`config.mk`:
```
export PLATFORM = sky130hd
export DESIGN_NAME = btn_event_decoder
export DESIGN_NICKNAME = d
export VERILOG_FILES = /design/src/rtl/btn_event_decoder.sv
export SDC_FILE = /design/constraint.sdc
export NUM_CORES = 1
export LEC_CHECK = 0
export ABC_AREA = 1
export CAP_MARGIN = 20
export CORE_ASPECT_RATIO = 1.4
export CORE_MARGIN = 2
export CORE_UTILIZATION = 33
export CTS_CLUSTER_SIZE = 30
export DETAILED_ROUTE_END_ITERATION = 10
export PLACE_DENSITY_LB_ADDON = 0.25
export SETUP_SLACK_MARGIN = 0.05
export SLEW_MARGIN = 20
export SYNTH_ARGS = -nofsm -noshare
export SYNTH_HDL_FRONTEND = slang
export SYNTH_SLANG_ARGS = --single-unit
export TNS_END_PERCENT = 30
```
`constraint.sdc`:
```
create_clock -name clk -period 3.51 [get_ports clk]
set_input_delay 0.702 -clock clk [delete_from_list [all_inputs] [get_ports clk]]
set_output_delay 0.702 -clock clk [all_outputs]
set_load 0.01 [all_outputs]
```
`src/rtl/btn_event_decoder.sv`:
```
// Turns a debounced button level into one-cycle press/release/click/long/repeat pulses.
// Each event is registered, so it appears in the cycle after the clock edge that detects it.
module btn_event_decoder #(
    parameter int unsigned LONG_CYCLES   = 50_000_000,
    parameter int unsigned REPEAT_CYCLES = 10_000_000,
    parameter int unsigned DBL_CYCLES    = 25_000_000,
    parameter int unsigned CNT_W         = 27
) (
    input  logic clk,
    input  logic rst_n,
    input  logic btn_deb,
    output logic press_pulse,
    output logic release_pulse,
    output logic single_pulse,
    output logic double_pulse,
    output logic long_pulse,
    output logic repeat_pulse,
    output logic held
);

    localparam logic [CNT_W-1:0] LONG_LAST   = CNT_W'(LONG_CYCLES - 1);
    localparam logic [CNT_W-1:0] REPEAT_LAST = CNT_W'(REPEAT_CYCLES - 1);
    localparam logic [CNT_W-1:0] DBL_LAST    = CNT_W'(DBL_CYCLES - 1);

    typedef enum logic [2:0] {
        S_IDLE     = 3'd0,
        S_HELD     = 3'd1,
        S_REPEAT   = 3'd2,
        S_GAP      = 3'd3,
        S_DBL_HELD = 3'd4
    } state_t;

    state_t           r_state;
    logic [CNT_W-1:0] r_cnt;
    logic             r_btn_q;

    logic w_rise;
    logic w_fall;

    assign w_rise = btn_deb & ~r_btn_q;
    assign w_fall = ~btn_deb & r_btn_q;

    // Edges are tested before counter expiry so a simultaneous edge always wins.
    always_ff @(posedge clk or negedge rst_n) begin
        if (!rst_n) begin
            r_state       <= S_IDLE;
            r_cnt         <= '0;
            r_btn_q       <= 1'b1;
            press_pulse   <= 1'b0;
            release_pulse <= 1'b0;
            single_pulse  <= 1'b0;
            double_pulse  <= 1'b0;
            long_pulse    <= 1'b0;
            repeat_pulse  <= 1'b0;
            held          <= 1'b0;
        end else begin
            r_btn_q       <= btn_deb;
            press_pulse   <= 1'b0;
            release_pulse <= 1'b0;
            single_pulse  <= 1'b0;
            double_pulse  <= 1'b0;
            long_pulse    <= 1'b0;
            repeat_pulse  <= 1'b0;
            r_cnt         <= r_cnt + CNT_W'(1);

            case (r_state)
                S_IDLE: begin
                    if (w_rise) begin
                        press_pulse <= 1'b1;
                        held        <= 1'b1;
                        r_state     <= S_HELD;
                        r_cnt       <= '0;
                    end
                end

                S_HELD: begin
                    if (w_fall) begin
                        release_pulse <= 1'b1;
                        held          <= 1'b0;
                        r_state       <= S_GAP;
                        r_cnt         <= '0;
                    end else if (r_cnt == LONG_LAST) begin
                        long_pulse <= 1'b1;
                        r_state    <= S_REPEAT;
                        r_cnt      <= '0;
                    end
                end

                S_REPEAT: begin
                    if (w_fall) begin
                        release_pulse <= 1'b1;
                        held          <= 1'b0;
                        r_state       <= S_IDLE;
                        r_cnt         <= '0;
                    end else if (r_cnt == REPEAT_LAST) begin
                        repeat_pulse <= 1'b1;
                        r_cnt        <= '0;
                    end
                end

                S_GAP: begin
                    if (w_rise) begin
                        press_pulse  <= 1'b1;
                        double_pulse <= 1'b1;
                        held         <= 1'b1;
                        r_state      <= S_DBL_HELD;
                        r_cnt        <= '0;
                    end else if (r_cnt == DBL_LAST) begin
                        single_pulse <= 1'b1;
                        r_state      <= S_IDLE;
                        r_cnt        <= '0;
                    end
                end

                S_DBL_HELD: begin
                    if (w_fall) begin
                        release_pulse <= 1'b1;
                        held          <= 1'b0;
                        r_state       <= S_IDLE;
                        r_cnt         <= '0;
                    end
                end

                default: begin
                    held    <= 1'b0;
                    r_state <= S_IDLE;
                    r_cnt   <= '0;
                end
            endcase
        end
    end

endmodule
```
* Word level (Yosys, flattened, before mapping)
Cells that the tools add are included.
W data, S select, Z words.
** Word-level totals
- Input port bits :: 3
- Flip-flop bits (word level) :: 38
** Cells by class
- Bitwise operators :: 4
- Reduce and logical (&&, ||, !) cells :: 6
- Equal/unequal tests :: 13
- $add $sub $neg :: 1
- Muxes and demuxes :: 33
** Operators with widths (count)
- $mux W27 :: 8
- $pmux W27 S5 :: 1
- $add A27 B1 Y27 const B :: 1
- $eq A27 B24 Y1 const B :: 1
- $eq A27 B25 Y1 const B :: 1
- $eq A27 B26 Y1 const B :: 1
- $mux W3 :: 6
- $mux W1 :: 16
- $pmux W3 S4 :: 1
- $eq A3 B2 Y1 const B :: 2
- $ne A2 B1 Y1 const B :: 3
- $ne A3 B3 Y1 const B :: 2
- $reduce_and A4 Y1 :: 1
- $reduce_or A2 Y1 :: 2
- $eq A3 B1 Y1 const B :: 1
- $eq A3 B3 Y1 const B :: 1
- $logic_not A3 Y1 :: 1
- $reduce_or A3 Y1 :: 1
- $and A1 B1 Y1 :: 2
- $ne A2 B2 Y1 const B :: 1
- $not A1 Y1 :: 2
- $pmux W1 S2 :: 1
- $reduce_and A2 Y1 :: 1

* Logic depth before layout (Yosys ltp)
Gate-level depths: netlist of run 1.
- Depth after elaboration :: 4
- Depth in mapped cells :: 11
- Gate-level depth less buffers :: 11

* Least setup slack after synthesis of run 1
Ideal clock, no wire load.
- Path kind :: input -> register
- From :: in btn_deb
- To :: reg r_cnt[11]
- Data required time :: 3390 ps
- Data arrival time :: 1672 ps
- Path buffers :: 1
- Stages :: 7
- Setup time :: 120 ps
- Path slack :: 1718 ps
- Path through :: nor2_1 inv_1 nand3_1 nand3_2 nor2_8 buf_6 nor2_1
** Between the ends
- Longest elaborated chain between the ends :: 4
** Ends and longest elaborated chain
- from (decl) :: RTL line 11 : input logic btn_deb,
- $not A1 Y1 :: RTL line 41 : assign w_fall = ~btn_deb & r_btn_q;
- $and A1 B1 Y1 :: RTL line 41
- $mux W27 (on tied branches) :: RTL line 116, 77, 90
- $pmux W27 S5 (*) :: RTL line 66 : case (r_state)
- to (signal assigned) :: RTL line 64 : r_cnt <= r_cnt + CNT_W'(1);
- to (decl) :: RTL line 34 : logic [CNT_W-1:0] r_cnt;
Mark *: on every way between the ends. The rest lies on a longest branch, timed or not.
A chain may end at the register's enable or synchronous reset.

* Worst setup path in the final report of run 1
- From :: in btn_deb
- To :: reg r_cnt[26]
The elaborated chain is that of the path after synthesis.

==> results of run 1 <==
-- logic make-up (layout without fill, tap and decap cells) --
group / Yosys count / count (layout)
and+or+nand+nor: 190 / 190
buffers and inverters: 47 / 61
DFF: 38 / 38
xor gates and xnor gates: 17 / 17
AOI/OAI and AO/OA: 12 / 12
adders and majority gates: 1 / 1
-- worst paths after layout --
path | endpoint | slack, ps | cells past startpoint
worst max register to register | r_cnt[26]$_DFF_PN0_ | 1530 | 10
worst max-delay path | r_cnt[26]$_DFF_PN0_ | 1230 | 7
min in group asynchronous | r_cnt[2]$_DFF_PN0_ | 530 | 1
worst min register to register | r_cnt[0]$_DFF_PN0_ | 460 | 1
max in group asynchronous | double_pulse$_DFF_PN0_ | 2440 | 1
worst min-delay path | r_cnt[0]$_DFF_PN0_ | 460 | 1
-- placed cells by master, fill, tap and decap left out --
cell type | netlist | layout
xnor2_1 | 4 | 4
clkbuf_8 | 0 | 5
inv_1 | 41 | 41
buf_2 | 0 | 1
a21oi_1 | 1 | 1
dfrtp_1 | 37 | 37
nand3_1 | 18 | 18
nor4_1 | 3 | 3
nand2_2 | 5 | 5
clkbuf_1 | 0 | 2
nand3_2 | 2 | 2
dfstp_2 | 1 | 1
o21bai_1 | 3 | 3
nor2_1 | 62 | 62
nor2_8 | 1 | 1
a21boi_0 | 1 | 1
or2_1 | 1 | 1
nand4_1 | 7 | 7
xor2_1 | 13 | 13
inv_2 | 4 | 4
ha_1 | 1 | 1
nor2_4 | 2 | 2
nor3_1 | 14 | 14
nor2_2 | 8 | 8
nand2_1 | 67 | 67
clkdlybuf4s50_1 | 0 | 8
o21ai_0 | 7 | 7
-- routing by layer --
layer | routed length, um | share of wire | track usage | up-vias
li1 | - | - | - | 968
met1 | 2150 | 0.43 | 0.175 | 863
met2 | 2530 | 0.51 | 0.270 | 28
met3 | 109 | 0.022 | 0.0269 | 13
met4 | 169 | 0.034 | 0.0727 | 0
met5 | 0 | 0 | 0 | -
-- flip-flops by register name, indices dropped and copies added (netlist names) --
register       flops
r_state            3
r_cnt             27
held               1
double_pulse       1
r_btn_q            1
repeat_pulse       1
release_pulse      1
single_pulse       1
press_pulse        1
long_pulse         1
-- area by class of cell --
| type | instances | area, um^2 | share of cell area |
|---|---|---|---|
| timing repair buffer | 9 | 85.1 | 0.0345 |
| clock buffer | 7 | 76.3 | 0.0310 |
| tap | 74 | 92.6 | 0.0376 |
| multi-input combinational | 220 | 1090 | 0.442 |
| sequential | 38 | 952 | 0.386 |
| inverter | 45 | 169 | 0.0686 |
-- power groups by stage --
| stage | clock [mW] | sequential (mW) | combinational [mW] |
|---|---|---|---|
| floorplan | 0 | 0.514 | 0.315 |
| global placement | 0 | 0.512 | 0.358 |
| detailed placement | 0 | 0.512 | 0.365 |
| CTS | 0.294 | 0.505 | 0.362 |
| global route | 0.307 | 0.510 | 0.406 |
| finish | 0.281 | 0.505 | 0.356 |
-- metrics by stage --
| stage | cells | hold slack [ps] | util |
|---|---|---|---|
| after floorplan | 305 | 406 | - |
| after global placement | 386 | 444 | 0.363 |
| after detailed placement | 386 | 456 | 0.363 |
| after CTS | 393 | 463 | 0.375 |
| after global routing | 393 | 494 | 0.375 |
| final | 393 | 463 | 0.375 |
==> flow_summary.yaml, run 1 <==
synthesis:
  ys_warn_count: 0
  yosysTopAreaCell: "dfrtp_1"
  synth_top_family_by_area: "simple AND/OR/NAND/NOR gates"
  synth_edf_count: 0
  synthDistinctLibCells: 25
  synth.avg_cell_area_um2: 7.35
  synthCells: 305
  synth_fa_ha_area_frac: 0.00558
  yosys-top-cells-area: "dfrtp_1 (41%), nand2_1 (11%), nor2_1 (10%), inv_1 (6.9%), xor2_1 (5.1%)"
  synth_mux_area_frac: 0
  async_flop_share: 1.00
  ys_seq_area_frac: 0.425
  synth.net_count: 309
  netlist_area_um2: 2240
  synth-main-ff-cell: "dfrtp_1"
  yosys-top-cells-count: "nand2_1 (67), nor2_1 (62), inv_1 (41), dfrtp_1 (37), nand3_1 (18)"
  synth.most_common_cell: "nand2_1"
  yosys.area_share.simple: 0.382
  synth_xor_area_frac: 0.0664
  synth_top_area_frac: 0.413
  synth_compound_area_frac: 0.0313
  ys_ff_latch: 38
placed_design:
  place_area_um2: 2390
  hpwlAfterDp_um: 3730
  io_buffer_count: 9
  dp_slack_ps: 922
  place_congestion: 0.920
worst_setup_path:
  start_kind: "input pin"
  worstPathArrival_ps: 2430
  crit_family: "simple AND/OR/NAND/NOR gates"
  path_cells: "clkdlybuf4s50_1 > nor2_1 > inv_1 > nand3_1 > nand3_2 > nor2_8 > nor2_1"
  crit_path_frequent_cell: "nor2_1"
  critPathMaxStageDelay_ps: 440
  cp-startpoint: "btn_deb"
  r2r-start: "r_cnt[0]$_DFF_PN0_"
  worstPathMaxFanout: 27
  path_class: "in -> reg"
  cp_data_required_time_ps: 3670
  endpoint_kind: "flop"
  slowest_stage: "clkdlybuf4s50_1"
  path_buf_inv: 2
global_route:
  grt_pass1_vias: 1921
  grt_use_total: 0.153
  grt_antenna_before_repair: 0
  grt-ovfl-total: 0
  grt_max_degree: 39
  grt_pass1_wl_um: 8750
run_status:
  outcome: "finished clean"
die:
  coreArea_um2: 6570
  floorplan.rows: 35
  io_pins: 10
  die_w_um: 73.6
  initial_utilization: 0.341
  die-area_um2: 7480
  die_h_um: 102
pwr:
  intPower_mw: 0.727
  switchingPower_mw: 0.415
  pwr-share-clk: 0.246
  total_power_mw: 1.14
  sw_frac_of_total: 0.364
  power.density_nw_per_um2: 464
  ir_drop_v: 0.000547
  pwr-share-seq: 0.442
  leakagePower_nw: 1.08
  power_frac_comb: 0.312
timing:
  clock.fmax_mhz: 439
  fin_crit_sh: 0.648
  hold_viol_final: 0
  skew_ps: 3.88
  relSlewSlack: 0.423
  setup_ws_ps: 1230
  setup_tns_ps: 0
  setup_viol: 0
  slew_violations: 0
  grt_setup_unrepaired: "no"
  tightest_slew_ps: 865
  fin_crit_ps: 2280
routing:
  first_iter_violations: 88
  wl_um: 4950
  firstDrtPassIters: 4
  postRouteAntennaNets: 0
  wire_per_inst_um: 12.6
  vias: 1872
  drc: 0
  avgViaCountPerCell: 4.76
clock_tree:
  cts_post_setup_buffers_inserted: 0
  cts_tree: "built"
  cts_resized: 0
  cts_made_buffers: 5
  clk_pin_slew_ps: 70
  clock_latency_ps: 290
  cts.path.max_buffers: 2
  cts_htree_levels: 2
  postCtsHoldBufs: 0
  cts.sinks: 38
  cts_root_buffer: "clkbuf_8"
run:
  drv_cap: 0
worst_hold_path:
  min_path_type: "reg -> reg"
  worstHoldStart: "r_cnt[0]$_DFF_PN0_"
finish:
  layout-drive-gt1-share: 0.0909
  diodes: 0
  post-route-cell-area_um2: 2460
  area_delta_synth_final_pct: 9.94
  final_nets: 323
  n_fill_cell: 699
Note: power is estimated with default switching activity, not from simulation.
==> inputs of run 2 (changes only) <==
clock period = 2.1 ns   (was 3.51 ns; I/O delays follow)
==> run 2 against run 1 <==
Die area did not move; core utilization rose by 1.6 points; clock power rose to 2.7 times the previous value; largest cell class unchanged.
==> flow_summary.yaml, run 2 (same netlist as run 1, synthesis figures left out) <==
timing:
  hold_viol_final: 0
  clock.fmax_mhz: 561
  setup_tns_ps: 0
  tightest_slew_ps: 482
  setup_viol: 0
  setup_ws_ps: 316
  relSlewSlack: 0.679
  grt_setup_unrepaired: "no"
  slew_violations: 0
  fin_crit_ps: 1780
  fin_crit_sh: 0.850
  hold_ws_ps: 162
  skew_ps: 7.47
global_route:
  grt_use_total: 0.152
  grt_antenna_before_repair: 0
  grt_pass1_vias: 1896
  grt_pass1_wl_um: 8780
  grt-ovfl-total: 0
  grt_max_degree: 39
worst_setup_path:
  worstPathArrival_ps: 1970
  worstPathMaxFanout: 18
  endpoint_kind: "flop"
  timing.reg2reg.setup_slack_ps: 320
  path_class: "reg -> reg"
  start_kind: "flop"
  cp_data_required_time_ps: 2280
pwr:
  ir_drop_v: 0.000515
  total_power_mw: 2.28
  power.density_nw_per_um2: 887
  leakagePower_nw: 1.14
finish:
  largest-register: "r_cnt"
  final_cell_mix: "nand2_1 (67), nor2_1 (62), inv_1 (41)"
  final_nets: 327
  layout_commonest_cell: "nand2_1"
  reg_top3: "r_cnt: 27 flops, r_state: 3 flops"
  layout-drive-gt1-share: 0.111
  largest_reg_flops: 27
  diodes: 0
  area_delta_synth_final_pct: 14.6
  fin_cells: 398
placed_design:
  dp_cells: 390
  io_buffer_count: 9
  place_congestion: 0.889
  dp_slack_ps: 161
  hpwlAfterDp_um: 3880
routing:
  firstDrtPassIters: 4
  drc: 0
  first_iter_violations: 101
  vias: 1915
  avgViaCountPerCell: 4.81
  wire_per_inst_um: 12.5
  wl_um: 4970
  postRouteAntennaNets: 0
die:
  io_pins: 10
  floorplan.rows: 35
  coreArea_um2: 6570
  die_w_um: 73.6
  die-area_um2: 7480
  initial_utilization: 0.341
  die_h_um: 102
clock_tree:
  cts.path.max_buffers: 2
  postCtsHoldBufs: 0
  cts.sinks: 38
  cts_resized: 0
  clock_latency_ps: 300
  cts_tree: "built"
  cts_htree_levels: 2
  clk_pin_slew_ps: 80
  cts_made_buffers: 5
  cts_root_buffer: "clkbuf_8"
  cts_post_setup_buffers_inserted: 0
run:
  drv_cap: 0
worst_hold_path:
  min_path_type: "in -> async"
run_status:
  outcome: "finished clean"
## run 2: changes by cell type in the layout (fill, tap and decap cells not counted), sizes merged
cell    delta
clkinv     +1
bufinv     +2
clkbuf     -2
buf        +4
## run 2: per-layer routing
| layer | share of wire | track usage | vias up |
|---|---|---|---|
| li1 | - | - | 979 |
| met1 | 0.42 | 0.178 | 903 |
| met2 | 0.53 | 0.266 | 23 |
| met3 | 0.024 | 0.0249 | 10 |
| met4 | 0.032 | 0.0741 | 0 |
| met5 | 0 | 0 | - |
## run 2: worst max-delay path: stages (launching register included)
cell and delay [ps]:
dfrtp_1 370, ha_1 190, nand2_1 70, inv_2 60, nand2_1 80, nor2_1 200
nand3_1 160, nand2_1 120, nand2_2 90, nor2_8 100, buf_12 160, nor2_1 50
## run 2: final timing paths
path	from	to	cells after the start
max	r_cnt[0]$_DFF_PN0_	r_cnt[23]$_DFF_PN0_	11
min	rst_n	r_cnt[23]$_DFF_PN0_	2
max reg2reg	r_cnt[0]$_DFF_PN0_	r_cnt[23]$_DFF_PN0_	11
min reg2reg	r_cnt[0]$_DFF_PN0_	r_cnt[0]$_DFF_PN0_	1
max in group asynchronous	rst_n	r_btn_q$_DFF_PN1_	2
min in group clk	r_cnt[0]$_DFF_PN0_	r_cnt[0]$_DFF_PN0_	1
## run 2: cell type report
class | count | area, um^2
clock inverters | 3 | 68.8
well taps | 74 | 92.6
flip-flops and latches | 38 | 952
inverters | 45 | 169
clock buffers | 5 | 68.8
multi-input cells | 220 | 1090
fillers | 703 | 4000
repair buffers | 13 | 128
## run 2: power by group
part	switching (mW)	total [mW]	internal [mW]	leakage [nW]
sequential	0.0451	0.843	0.797	0.518
combinational	0.421	0.687	0.266	0.552
clock	0.272	0.748	0.476	0.0683
total	0.739	2.28	1.54	1.14
## run 2: stage by stage
stage	cell area, um^2	utilization
4_1_cts	2570	0.391
6_report	2570	0.391
5_1_grt	2570	0.391
3_5_place_dp	2430	0.370
2_1_floorplan	2240	-
3_3_place_gp	2430	0.370
